File: src/rtl/flex_counter_ext_pkg.sv
// Shared types for the extended flex counter: terminal-behaviour modes.
package flex_counter_pkg;

  typedef enum logic [1:0] {
    MODE_WRAP    = 2'd0,
    MODE_SAT     = 2'd1,
    MODE_ONESHOT = 2'd2
  } mode_t;

endpackage

File: src/rtl/flex_counter_ext_if.sv
// Control/status bundle for flex_counter_ext. The counter is the slave side.
interface flex_counter_ext_if #(
  parameter int WIDTH = 4
);
  import flex_counter_pkg::*;

  logic             clear;
  logic             count_enable;
  logic             dir;
  mode_t            mode;
  logic             load;
  logic [WIDTH-1:0] load_val;
  logic [WIDTH-1:0] rollover_val;
  logic [WIDTH-1:0] count_out;
  logic             rollover_flag;
  logic             wrap_pulse;
  logic             done;

  modport master (
    output clear, count_enable, dir, mode, load, load_val, rollover_val,
    input  count_out, rollover_flag, wrap_pulse, done
  );

  modport slave (
    input  clear, count_enable, dir, mode, load, load_val, rollover_val,
    output count_out, rollover_flag, wrap_pulse, done
  );

endinterface

File: src/rtl/flex_counter_ext_next.sv
// Next-state logic for flex_counter_ext: count, terminal flag, wrap and done.
module flex_counter_next
  import flex_counter_pkg::*;
#(
  parameter int WIDTH = 4
) (
  input  logic [WIDTH-1:0] count,
  input  logic             done,
  input  logic             clear,
  input  logic             load,
  input  logic [WIDTH-1:0] load_val,
  input  logic             count_enable,
  input  logic             dir,
  input  mode_t            mode,
  input  logic [WIDTH-1:0] rollover_val,
  output logic [WIDTH-1:0] count_nxt,
  output logic             flag_nxt,
  output logic             wrap_nxt,
  output logic             done_nxt
);

  localparam logic [WIDTH-1:0] ONE = WIDTH'(1);

  logic [WIDTH-1:0] term;
  logic             at_term;

  // Apply clear > load > enable priority and the per-mode terminal behaviour.
  always_comb begin
    term      = dir ? '0 : rollover_val;
    // Counting up past rollover_val (after a load or bound change) is terminal.
    at_term   = dir ? (count == '0) : (count >= rollover_val);
    count_nxt = count;
    wrap_nxt  = 1'b0;
    done_nxt  = done;
    flag_nxt  = 1'b0;

    if (clear) begin
      count_nxt = '0;
      done_nxt  = 1'b0;
    end else if (load) begin
      count_nxt = load_val;
      done_nxt  = 1'b0;
    end else if (count_enable && !(mode == MODE_ONESHOT && done)) begin
      if (at_term) begin
        case (mode)
          MODE_SAT:     ;
          MODE_ONESHOT: done_nxt = 1'b1;
          default: begin
            count_nxt = dir ? rollover_val : '0;
            wrap_nxt  = 1'b1;
          end
        endcase
      end else begin
        count_nxt = dir ? (count - ONE) : (count + ONE);
        if (mode == MODE_ONESHOT && count_nxt == term) done_nxt = 1'b1;
      end
    end

    flag_nxt = !clear && (count_nxt == term);
  end

endmodule

File: src/rtl/flex_counter_ext.sv
// Multi-mode WIDTH-bit up/down counter; all outputs registered.
module flex_counter_ext
  import flex_counter_pkg::*;
#(
  parameter int WIDTH = 4
) (
  input  logic                CLK,
  input  logic                RST,
  flex_counter_ext_if.slave   bus
);

  logic [WIDTH-1:0] count_q, count_nxt;
  logic             flag_q, flag_nxt;
  logic             wrap_q, wrap_nxt;
  logic             done_q, done_nxt;

  flex_counter_next #(.WIDTH(WIDTH)) u_next (
    .count        (count_q),
    .done         (done_q),
    .clear        (bus.clear),
    .load         (bus.load),
    .load_val     (bus.load_val),
    .count_enable (bus.count_enable),
    .dir          (bus.dir),
    .mode         (bus.mode),
    .rollover_val (bus.rollover_val),
    .count_nxt    (count_nxt),
    .flag_nxt     (flag_nxt),
    .wrap_nxt     (wrap_nxt),
    .done_nxt     (done_nxt)
  );

  // Output registers with synchronous reset to zero.
  always_ff @(posedge CLK) begin
    if (RST) begin
      count_q <= '0;
      flag_q  <= 1'b0;
      wrap_q  <= 1'b0;
      done_q  <= 1'b0;
    end else begin
      count_q <= count_nxt;
      flag_q  <= flag_nxt;
      wrap_q  <= wrap_nxt;
      done_q  <= done_nxt;
    end
  end

  assign bus.count_out     = count_q;
  assign bus.rollover_flag = flag_q;
  assign bus.wrap_pulse    = wrap_q;
  assign bus.done          = done_q;

endmodule

File: src/flat_wrapper.sv
// flat-port wrapper written by rule: the top's interface ports become plain ports
module flex_counter_ext_flat import flex_counter_pkg::*;
#(
  parameter int WIDTH = 4
)
  (CLK, RST, bus_clear, bus_count_enable, bus_dir, bus_mode, bus_load, bus_load_val, bus_rollover_val, bus_count_out, bus_rollover_flag, bus_wrap_pulse, bus_done);
  flex_counter_ext_if #(.WIDTH(WIDTH)) bus_i ();
  input  logic CLK;
  input  logic RST;
  input wire logic [$bits(bus_i.clear)-1:0] bus_clear;
  input wire logic [$bits(bus_i.count_enable)-1:0] bus_count_enable;
  input wire logic [$bits(bus_i.dir)-1:0] bus_dir;
  input wire logic [$bits(bus_i.mode)-1:0] bus_mode;
  input wire logic [$bits(bus_i.load)-1:0] bus_load;
  input wire logic [$bits(bus_i.load_val)-1:0] bus_load_val;
  input wire logic [$bits(bus_i.rollover_val)-1:0] bus_rollover_val;
  output wire logic [$bits(bus_i.count_out)-1:0] bus_count_out;
  output wire logic [$bits(bus_i.rollover_flag)-1:0] bus_rollover_flag;
  output wire logic [$bits(bus_i.wrap_pulse)-1:0] bus_wrap_pulse;
  output wire logic [$bits(bus_i.done)-1:0] bus_done;
  assign bus_i.clear = bus_clear;
  assign bus_i.count_enable = bus_count_enable;
  assign bus_i.dir = bus_dir;
  assign bus_i.mode = bus_mode;
  assign bus_i.load = bus_load;
  assign bus_i.load_val = bus_load_val;
  assign bus_i.rollover_val = bus_rollover_val;
  assign bus_count_out = bus_i.count_out;
  assign bus_rollover_flag = bus_i.rollover_flag;
  assign bus_wrap_pulse = bus_i.wrap_pulse;
  assign bus_done = bus_i.done;
  flex_counter_ext #(.WIDTH(WIDTH)) u_core (.CLK(CLK), .RST(RST), .bus(bus_i));
endmodule
File: config.mk
export PLATFORM = sky130hd
export DESIGN_NAME = flex_counter_ext_flat
export DESIGN_NICKNAME = d
export VERILOG_FILES = /design/src/rtl/flex_counter_ext_pkg.sv /design/src/rtl/flex_counter_ext_if.sv /design/src/rtl/flex_counter_ext_next.sv /design/src/rtl/flex_counter_ext.sv /design/src/flat_wrapper.sv
export SDC_FILE = /design/constraint.sdc
export NUM_CORES = 1
export LEC_CHECK = 0
export ABC_CLOCK_PERIOD_IN_PS = 3100
export BUFFER_PORTS_ARGS = -buffer_cell sky130_fd_sc_hd__buf_4
export CAP_MARGIN = 20
export CORE_MARGIN = 2
export CORE_UTILIZATION = 50
export CTS_CLUSTER_DIAMETER = 150
export DETAILED_ROUTE_END_ITERATION = 6
export GPL_TIMING_DRIVEN = 0
export HOLD_SLACK_MARGIN = 0.06
export PLACE_DENSITY = 0.73
export SLEW_MARGIN = 20
export SYNTH_ARGS = -nofsm -noshare
export SYNTH_HDL_FRONTEND = slang
export SYNTH_SLANG_ARGS = --single-unit
File: constraint.sdc
create_clock -name CLK -period 3.1 [get_ports CLK]
set_input_delay 0.155 -clock CLK [delete_from_list [all_inputs] [get_ports CLK]]
set_output_delay 0.155 -clock CLK [all_outputs]
set_load 0.05 [all_outputs]
### Yosys cells after proc, flatten, opt, wreduce, memory -nomap -nowiden

Index checks and enable logic that the tools add are counted.

| storage, ports and cells | value |
|---|---|
| register bits | 7 |
| word-level logic and storage cells | 39 |
| input port bits | 16 |
| output and inout bits | 7 |

| cells by class | value |
|---|---|
| mux-type cells | 13 |
| $lt $le $gt $ge | 1 |
| reductions and logical operators | 12 |
| eq/ne operators | 5 |
| add/sub/neg operators | 2 |
| bitwise operators | 2 |

Operators by type and width:

| cell | count |
|---|---|
| 2-to-1 mux 4 bit | 8 |
| equality test 4 bit | 2 |
| 2-to-1 mux 1 bit | 5 |
| OR reduction 5 bit | 1 |
| adder 4 x 1 -> 4 bit, second input constant | 1 |
| greater-or-equal comparator 4 bit | 1 |
| logical AND 1 bit | 4 |
| zero test 4 bit | 1 |
| subtractor 4 x 1 -> 4 bit, second input constant | 1 |
| AND reduction 3 bit | 1 |
| OR reduction 3 bit | 1 |
| equality test 2 x 1 -> 1 bit, second input constant | 1 |
| equality test 2 bit, second input constant | 1 |
| zero test 1 bit | 2 |
| != test 2 x 1 -> 1 bit, second input constant | 1 |
| NOT 1 bit | 2 |
| nonzero test 2 bit | 1 |
| OR reduction 2 bit | 1 |

### Logic depth before layout (Yosys ltp)

Gate-level depths: netlist (run 1).

| logic depth | value |
|---|---|
| word-level depth | 9 |
| gate-level depth with buffers | 9 |
| depth with buffers taken out | 8 |

### Modules after synthesis

From an unflattened synthesis (run 1), not the netlist that was laid out.

| unflattened totals | value |
|---|---|
| cell total of the unflattened synthesis | 110 |
| area, all modules | 840.8 sq um |

By module, submodules not included:

| module | instances | area each (sq um) | seq. area each (sq um) | cells an instance |
|---|---|---|---|---|
| flex_counter_next | 1 | 656.9 | 0.0 | 96 |
| flex_counter_ext | 1 | 183.9 | 140.1 | 14 |

### Worst setup path before layout (run 1)

Ideal clock, no wire load.

| timing path | value |
|---|---|
| kind | register -> register |
| start | register u_core.count_q[0] (netlist: u_core.bus.count_out[0]) |
| end | register u_core.flag_q (netlist: u_core.bus.rollover_flag) |
| data required time | 3012 ps |
| clock period less this slack | 2739 ps |
| setup time | 88 ps |
| path buffers | 1 |
| path slack | 361 ps |
| data arrival time | 2652 ps |
| cell stages (with the launch flop) | 10 |
| path through | dfxtp_1 -> buf_6 -> inv_1 -> ha_1 -> nor3b_1 -> o21a_1 -> nor4b_1 -> a211oi_1 -> mux2_2 -> nor4_2 |

| between the ends | value |
|---|---|
| cells in the longest elaborated chain, start to end | 8 |
| elaborated cells between the ends (all ways) | 13 |
| those cells by class | 2 x add/sub; 1 x order compare; 1 x eq/ne; 7 x mux; 2 x reduce/logical |

Ends and longest elaborated chain:

| element | RTL line | RTL |
|---|---|---|
| start: declaration | flex_counter_ext.sv:12 | `logic [WIDTH-1:0] count_q, count_nxt;` |
| start signal: assignment | flex_counter_ext.sv:41 | `count_q <= count_nxt;` |
| adder 4 x 1 -> 4 bit (tied with other cells) | flex_counter_ext_next.sv:54 | `count_nxt = dir ? (count - ONE) : (count + ONE);` |
| 2-to-1 mux 4 bit / 2-to-1 mux 1 bit (equally long branches) | flex_counter_ext_next.sv:54, flex_counter_ext_next.sv:31 |  |
| 2-to-1 mux 4 bit | flex_counter_ext_next.sv:44 | `if (at_term) begin` |
| 2-to-1 mux 4 bit * | flex_counter_ext_next.sv:43 | `end else if (count_enable && !(mode == MODE_ONESHOT && done)) begin` |
| 2-to-1 mux 4 bit * | flex_counter_ext_next.sv:40 | `end else if (load) begin` |
| 2-to-1 mux 4 bit * | flex_counter_ext_next.sv:37 | `if (clear) begin` |
| equality test 4 bit * | flex_counter_ext_next.sv:59 | `flag_nxt = !clear && (count_nxt == term);` |
| logical AND 1 bit * | flex_counter_ext_next.sv:59 |  |
| end signal: assignment | flex_counter_ext.sv:42 | `flag_q <= flag_nxt;` |
| end: declaration | flex_counter_ext.sv:13 | `logic flag_q, flag_nxt;` |

Every way passes the cells marked *; elsewhere a longest branch is shown, timed or not.
A chain may end at the register's enable or synchronous reset.

### Final worst setup path (run 1)

Same ends and word-level chain as after synthesis.

==> results of run 1 <==
placed cells by master, fill, tap and decap left out, types with 5 or more instances in the layout:
cell type / synthesis / layout
ha_1: 7 / 7
dfxtp_1: 7 / 7
a21oi_1: 7 / 7
inv_1: 6 / 6
xor2_1: 5 / 5
o21ai_0: 6 / 6
nor2_1: 8 / 8
buf_4: 0 / 22
nand2_1: 7 / 7
synthesized netlist by cell type (all sizes together) (3+ instances only):
library cell  count  area, µm²
o21ai             8       47.6
a21oi             9       52.6
nor4b             3       26.3
dfxtp             7        140
o21a              4       30.0
nand2             7       26.3
a31oi             3       18.8
buf               4       32.5
xnor2             4       35.0
nand4             3       18.8
a211oi            5       47.5
ha                7       87.6
xor2              5       43.8
nor2              9       36.3
inv               6       22.5
nor4              3       25.0
cell type report:
cell class / instances / area share
sequential: 7 / 0.117
buffer: 5 / 0.0303
inverter: 6 / 0.0188
clock buffer: 4 / 0.0219
tap: 25 / 0.0261
timing repair buffer: 22 / 0.138
multi-input combinational: 103 / 0.648
kinds of logic (layout without fill, tap and decap cells):
kind of cell    count (synthesis)  after routing
fa+ha+maj                       8              8
buf+inv                        11             37
flops                           7              7
simple gates                   37             37
mux                             3              3
xor+xnor                        9              9
compound gates                 46             46
metal layers:
metal | share of wire | routed length [µm]
met1 | 0.42 | 1100
met2 | 0.48 | 1290
met3 | 0.094 | 249
met4 | 0.0053 | 14
met5 | 0 | 0
power by group:
part	internal, mW	total (mW)	switching [mW]
registers	0.0937	0.0997	0.00604
clock network	0.0490	0.0812	0.0322
logic	0.0725	0.167	0.0950
worst register-to-register path: cells and delay by family, from the launching register on:
family                     cells  cell delay [ns]
AOI/OAI and AO/OA              2             0.58
DFF                            1             0.40
and+or+nand+nor                3             0.64
buffers and inverters          2             0.29
muxes                          1             0.39
adders and majority gates      1             0.31
flip-flops by register name (all words and copies together) (netlist names):
name	cells
u_core.bus.rollover_flag	1
u_core.bus.wrap_pulse	1
u_core.bus.count_out	4
u_core.bus.done	1
worst max-delay path by stage:
stage,to,slack [ns],depth (start not counted)
3_5_place_dp,u_core.bus.rollover_flag,0.44,9
3_3_place_gp,u_core.bus.rollover_flag,0.38,9
5_1_grt,u_core.bus.rollover_flag,0.21,9
2_1_floorplan,u_core.bus.rollover_flag,0.36,9
6_report,u_core.bus.rollover_flag,0.40,9
4_1_cts,u_core.bus.rollover_flag,0.40,9
==> impl_metrics.csv, run 1 <==
group,metric,value,unit
outcome,status,"finished, final reports clean",
clock_tree,clk_path_buf_depth,2,
clock_tree,cts_htree_levels,1,
place,port_buffers,22,
timing,rsz0062_at_grt,"false",
finish,nFillCells,154,
floorplan,coreArea,1780,µm²
drt,via_count,1077,
yosys,postSynthCellCount,121,
global_routing,busiest_layer,"met2",
yosys,synth_area,975,µm²
timing,hold_viol_final,0,
setup_path,reg2reg_setup_slack,0.40,ns
yosys,syn_area_per_cell,8.06,µm²
setup_path,path_max_fanout,10,
yosys,synthArstFlopShare,0,
drt,drtAntennaViolNets,0,
global_routing,grt_max_degree,11,
pwr,peakVddDrop,0.000323,V
place,dp_cells,168,
worst_hold_path,whs_path_depth,3,
floorplan,io_pins,23,
finish,multi_input_comb_area,776,µm²
global_routing,met2_usage,0.463,
finish,final_cells,172,
floorplan,die_area,2320,µm²
place,dp_slack,0.437,ns
setup_path,startpoint,"u_core.bus.count_out[0]",
drt,finalWirelength,2.65,mm
timing,worst_slack,0.404,ns
finish,design_area,1200,µm²
finish,layout-drive-gt1-share,0.293,
drt,drtPass1Iterations,4,
clock_tree,clock_latency,0.25,ns
timing,finalSetupTns,0,ns
clock_tree,cts_buffers,3,
finish,area_growth_syn_to_layout,22.8,%
setup_path,cp.required,3.26,ns
yosys,synth_mux_area_frac,0.0334,
finish,nets,172,
place,dpl-instance-area,1170,µm²
floorplan,die_w,48.2,µm
yosys,synth_compound_area_frac,0.354,
yosys,synthDistinctLibCells,49,
global_routing,grt_pass1_wl,4.49,mm
drt,drc,0,
drt,detail_route.iter0.violations,36,
timing,clock.fmax,371,MHz
yosys,synth_xor_area_frac,0.0809,
place,dpl.hpwl,2.07,mm
global_routing,antenna_found_initial,0,
finish,antennaDiodeCount,0,
timing,slew-limit-headroom,0.712,
setup_path,crit_chain,"buf_6 > inv_1 > ha_1 > nor3b_1 > o21a_1 > nor4b_1 > a211oi_1 > mux2_2 > nor4_2",
clock_tree,path_clk_slew,0.05,ns
pwr,fin_total_pwr,0.348,mW
worst_hold_path,hp-class,"input port to register",
timing,finalClockSkew,0.00138,ns
setup_path,regToRegStartpoint,"u_core.bus.count_out[0]",
timing,setup_viol,0,
finish,finish.utilization,0.672,
setup_path,r2r_cells,9,
global_routing,use_met3,0.0852,
setup_path,cp-start-kind,"register",
setup_path,crit_buf_inv,2,
worst_hold_path,hold_end,"u_core.bus.count_out[2]",
yosys,ys_seq_elements,7,
yosys,yosysSeqAreaShare,0.144,
timing,slew_violations,0,
run,max_cap_violations,0,
global_routing,grt-ovfl-total,0,
setup_path,cpPeakStageDelay,0.40,ns
place,place.gp.congestion,0.927,
finish,register_area,140,µm²
yosys,yosys_warnings,0,
global_routing,track_usage,0.273,
drt,viasPerCell,6.26,
clock_tree,ctsHoldBuffers,0,
floorplan,num_rows,15,
yosys,syn-num-nets,145,
floorplan,die_h,48.2,µm
yosys,synth_edf_count,0,
pwr,power_density,291,nW/µm²
yosys,synth_simple_gate_area_frac,0.217,
yosys,synthFlopType,"dfxtp_1",
floorplan,initial_core_util,0.547,
drt,routedWlPerCell,15.4,µm
worst_hold_path,min_from,"bus_load",
timing,worst_pin_slew,0.432,ns
setup_path,crit_type,"register to register",
clock_tree,post_cts_buffers,0,
timing,fin_crit_sh,0.870,
setup_path,r2r-end,"u_core.bus.rollover_flag",
pwr,p_leak,0.523,nW
timing,hold_slack,0.209,ns
clock_tree,cts_root_buffer,"clkbuf_4",
setup_path,path_delay_family,"simple AND/OR/NAND/NOR gates",
clock_tree,tritoncts,"yes",
timing,period_needed,2.70,ns
setup_path,critPathCaptureType,"register",
setup_path,arrival,2.86,ns
clock_tree,cts_resized,0,
setup_path,worst_path_max_delay_cell,"dfxtp_1",
yosys,synthAdderAreaFrac,0.110,
global_routing,grt_pass1_vias,1059,
yosys,synth_top_family_by_area,"compound AO/OA/AOI/OAI gates",
global_routing,grt_use_met1,0.340,
clock_tree,clock_sinks,7,
(Power assumes the default switching activity.)
==> run 2: changes to the inputs <==
--- a/config.mk
+++ b/config.mk
@@ -14,6 +14,7 @@
 export DETAILED_ROUTE_END_ITERATION = 6
 export GPL_TIMING_DRIVEN = 0
 export HOLD_SLACK_MARGIN = 0.06
+export MAX_ROUTING_LAYER = met4
 export PLACE_DENSITY = 0.73
 export SLEW_MARGIN = 20
 export SYNTH_ARGS = -nofsm -noshare
==> constraint.sdc (replaced) <==
create_clock -name CLK -period 3.1 [get_ports CLK]
set_input_delay 0.465 -clock CLK [delete_from_list [all_inputs] [get_ports CLK]]
set_output_delay 0.465 -clock CLK [all_outputs]
set_load 0.05 [all_outputs]
==> run 2 against run 1 <==
Effect of this change:
- cell count stayed put
- register-to-register slack better by 0.02 ns
- clock skew is 0.00052 ns lower
==> impl_metrics.csv, run 2 (synthesized netlist as in run 1, its figures left out) <==
group,metric,value,unit
global_routing,grt_max_degree,11,
timing,setup_viol,0,
global_routing,grt-ovfl-total,0,
finish,layout_common_cells,"22 x buf_4, 8 x nor2_1",
finish,largest_reg_flops,4,
setup_path,reg2reg_setup_slack,0.42,ns
worst_hold_path,hp-class,"input port to register",
timing,worst_pin_slew,0.428,ns
worst_hold_path,min_from,"bus_load",
clock_tree,clock_sinks,7,
floorplan,die_w,48.2,µm
pwr,power.share.combinational,0.481,
clock_tree,clock_latency,0.25,ns
clock_tree,clk_path_buf_depth,2,
setup_path,r2r_cells,9,
clock_tree,post_cts_buffers,0,
setup_path,path_max_fanout,10,
pwr,swShare,0.382,
clock_tree,cts_buffers,3,
place,port_buffers,22,
setup_path,arrival,2.84,ns
timing,finalClockSkew,0.000861,ns
floorplan,coreArea,1780,µm²
pwr,power_switching,0.133,mW
setup_path,r2r-end,"u_core.bus.rollover_flag",
worst_hold_path,hold_end,"u_core.bus.count_out[2]",
place,dpl-instance-area,1170,µm²
clock_tree,tritoncts,"yes",
place,dpl.hpwl,2.07,mm
pwr,peakVddDrop,0.000323,V
clock_tree,cts_htree_levels,1,
setup_path,regToRegStartpoint,"u_core.bus.count_out[0]",
drt,detail_route.iter0.violations,38,
drt,viasPerCell,6.31,
setup_path,critPathCaptureType,"register",
clock_tree,ctsHoldBuffers,0,
drt,drtPass1Iterations,4,
global_routing,grt_pass1_vias,1067,
clock_tree,cts_root_buffer,"clkbuf_4",
timing,clock.fmax,373,MHz
pwr,p_leak,0.523,nW
clock_tree,path_clk_slew,0.05,ns
floorplan,io_pins,23,
floorplan,num_rows,15,
clock_tree,cts_resized,0,
pwr,power_density,291,nW/µm²
finish,design_area,1200,µm²
finish,nets,172,
run,max_cap_violations,0,
timing,fin_crit_sh,0.865,
finish,antennaDiodeCount,0,
outcome,status,"finished, final reports clean",
floorplan,initial_core_util,0.547,
place,place.gp.congestion,0.944,
pwr,pwr-share-seq,0.286,
finish,finish.utilization,0.672,
timing,finalSetupTns,0,ns
timing,rsz0062_at_grt,"false",
finish,layout-drive-gt1-share,0.293,
floorplan,die_h,48.2,µm
setup_path,crit_type,"register to register",
drt,drc,0,
timing,period_needed,2.68,ns
drt,drtAntennaViolNets,0,
global_routing,antenna_found_initial,0,
floorplan,die_area,2320,µm²
timing,slew-limit-headroom,0.714,
pwr,p_int,0.215,mW
setup_path,cp.required,3.26,ns
drt,finalWirelength,2.64,mm
global_routing,grt_pass1_wl,4.47,mm
global_routing,track_usage,0.281,
finish,final_common_cell,"buf_4",
setup_path,cp-start-kind,"register",
timing,hold_viol_final,0,
finish,area_growth_syn_to_layout,22.8,%
drt,routedWlPerCell,15.3,µm
worst_hold_path,whs_path_depth,3,
drt,via_count,1086,
pwr,pwr-share-clk,0.233,
timing,slew_violations,0,
## run 2: cell counts in the layout (fill, tap and decap cells not counted)
Identical to the previous run, type by type.
## run 2: worst max-delay path by stage
stage	startpoint	endpoint	slack [ns]	cells after the start
floorplan	u_core.bus.count_out[0]	u_core.bus.rollover_flag	0.36	9
global placement	u_core.bus.count_out[0]	u_core.bus.rollover_flag	0.38	9
detailed placement	u_core.bus.count_out[0]	u_core.bus.rollover_flag	0.44	9
CTS	u_core.bus.count_out[0]	u_core.bus.rollover_flag	0.40	9
global route	u_core.bus.count_out[0]	u_core.bus.rollover_flag	0.21	9
finish	u_core.bus.count_out[0]	u_core.bus.rollover_flag	0.42	9
## run 2: layout make-up
class                      count  area, µm²
multi-input combinational    103        776
fill                         154        586
timing repair buffer          22        165
sequential                     7        140
buffer                         5       36.3
tap                           25       31.3
clock buffer                   4       26.3
inverter                       6       22.5
## run 2: per-layer routing
layer	track usage	share of wire
met3	0.0852	0.085
met5	-	0
met4	0.0541	0.014
met1	0.333	0.43
met2	0.468	0.47
## run 2: metrics by stage
stage               cells  power, mW  setup WS (ns)  hold slack, ns
detailed placement    168      0.265          0.437           0.596
finish                172      0.348          0.419           0.519
floorplan             121      0.215          0.361           0.621
global route          172      0.373          0.207           0.523
global placement      168      0.262          0.384           0.573
CTS                   172      0.348          0.401           0.515
## run 2: worst max-delay path: stages, from the launching register on
cell and delay, ns:
dfxtp_1 0.40, buf_6 0.18, inv_1 0.10, ha_1 0.30, nor3b_1 0.36, o21a_1 0.24, nor4b_1 0.06, a211oi_1 0.34
mux2_2 0.39, nor4_2 0.21
## run 2: power groups by stage
| stage | registers [mW] | logic, mW | clock network, mW |
|---|---|---|---|
| finish | 0.0997 | 0.167 | 0.0813 |
| global route | 0.100 | 0.184 | 0.0890 |
| CTS | 0.0996 | 0.165 | 0.0835 |
| detailed placement | 0.101 | 0.164 | 0 |
| global placement | 0.101 | 0.161 | 0 |
| floorplan | 0.111 | 0.104 | 0 |
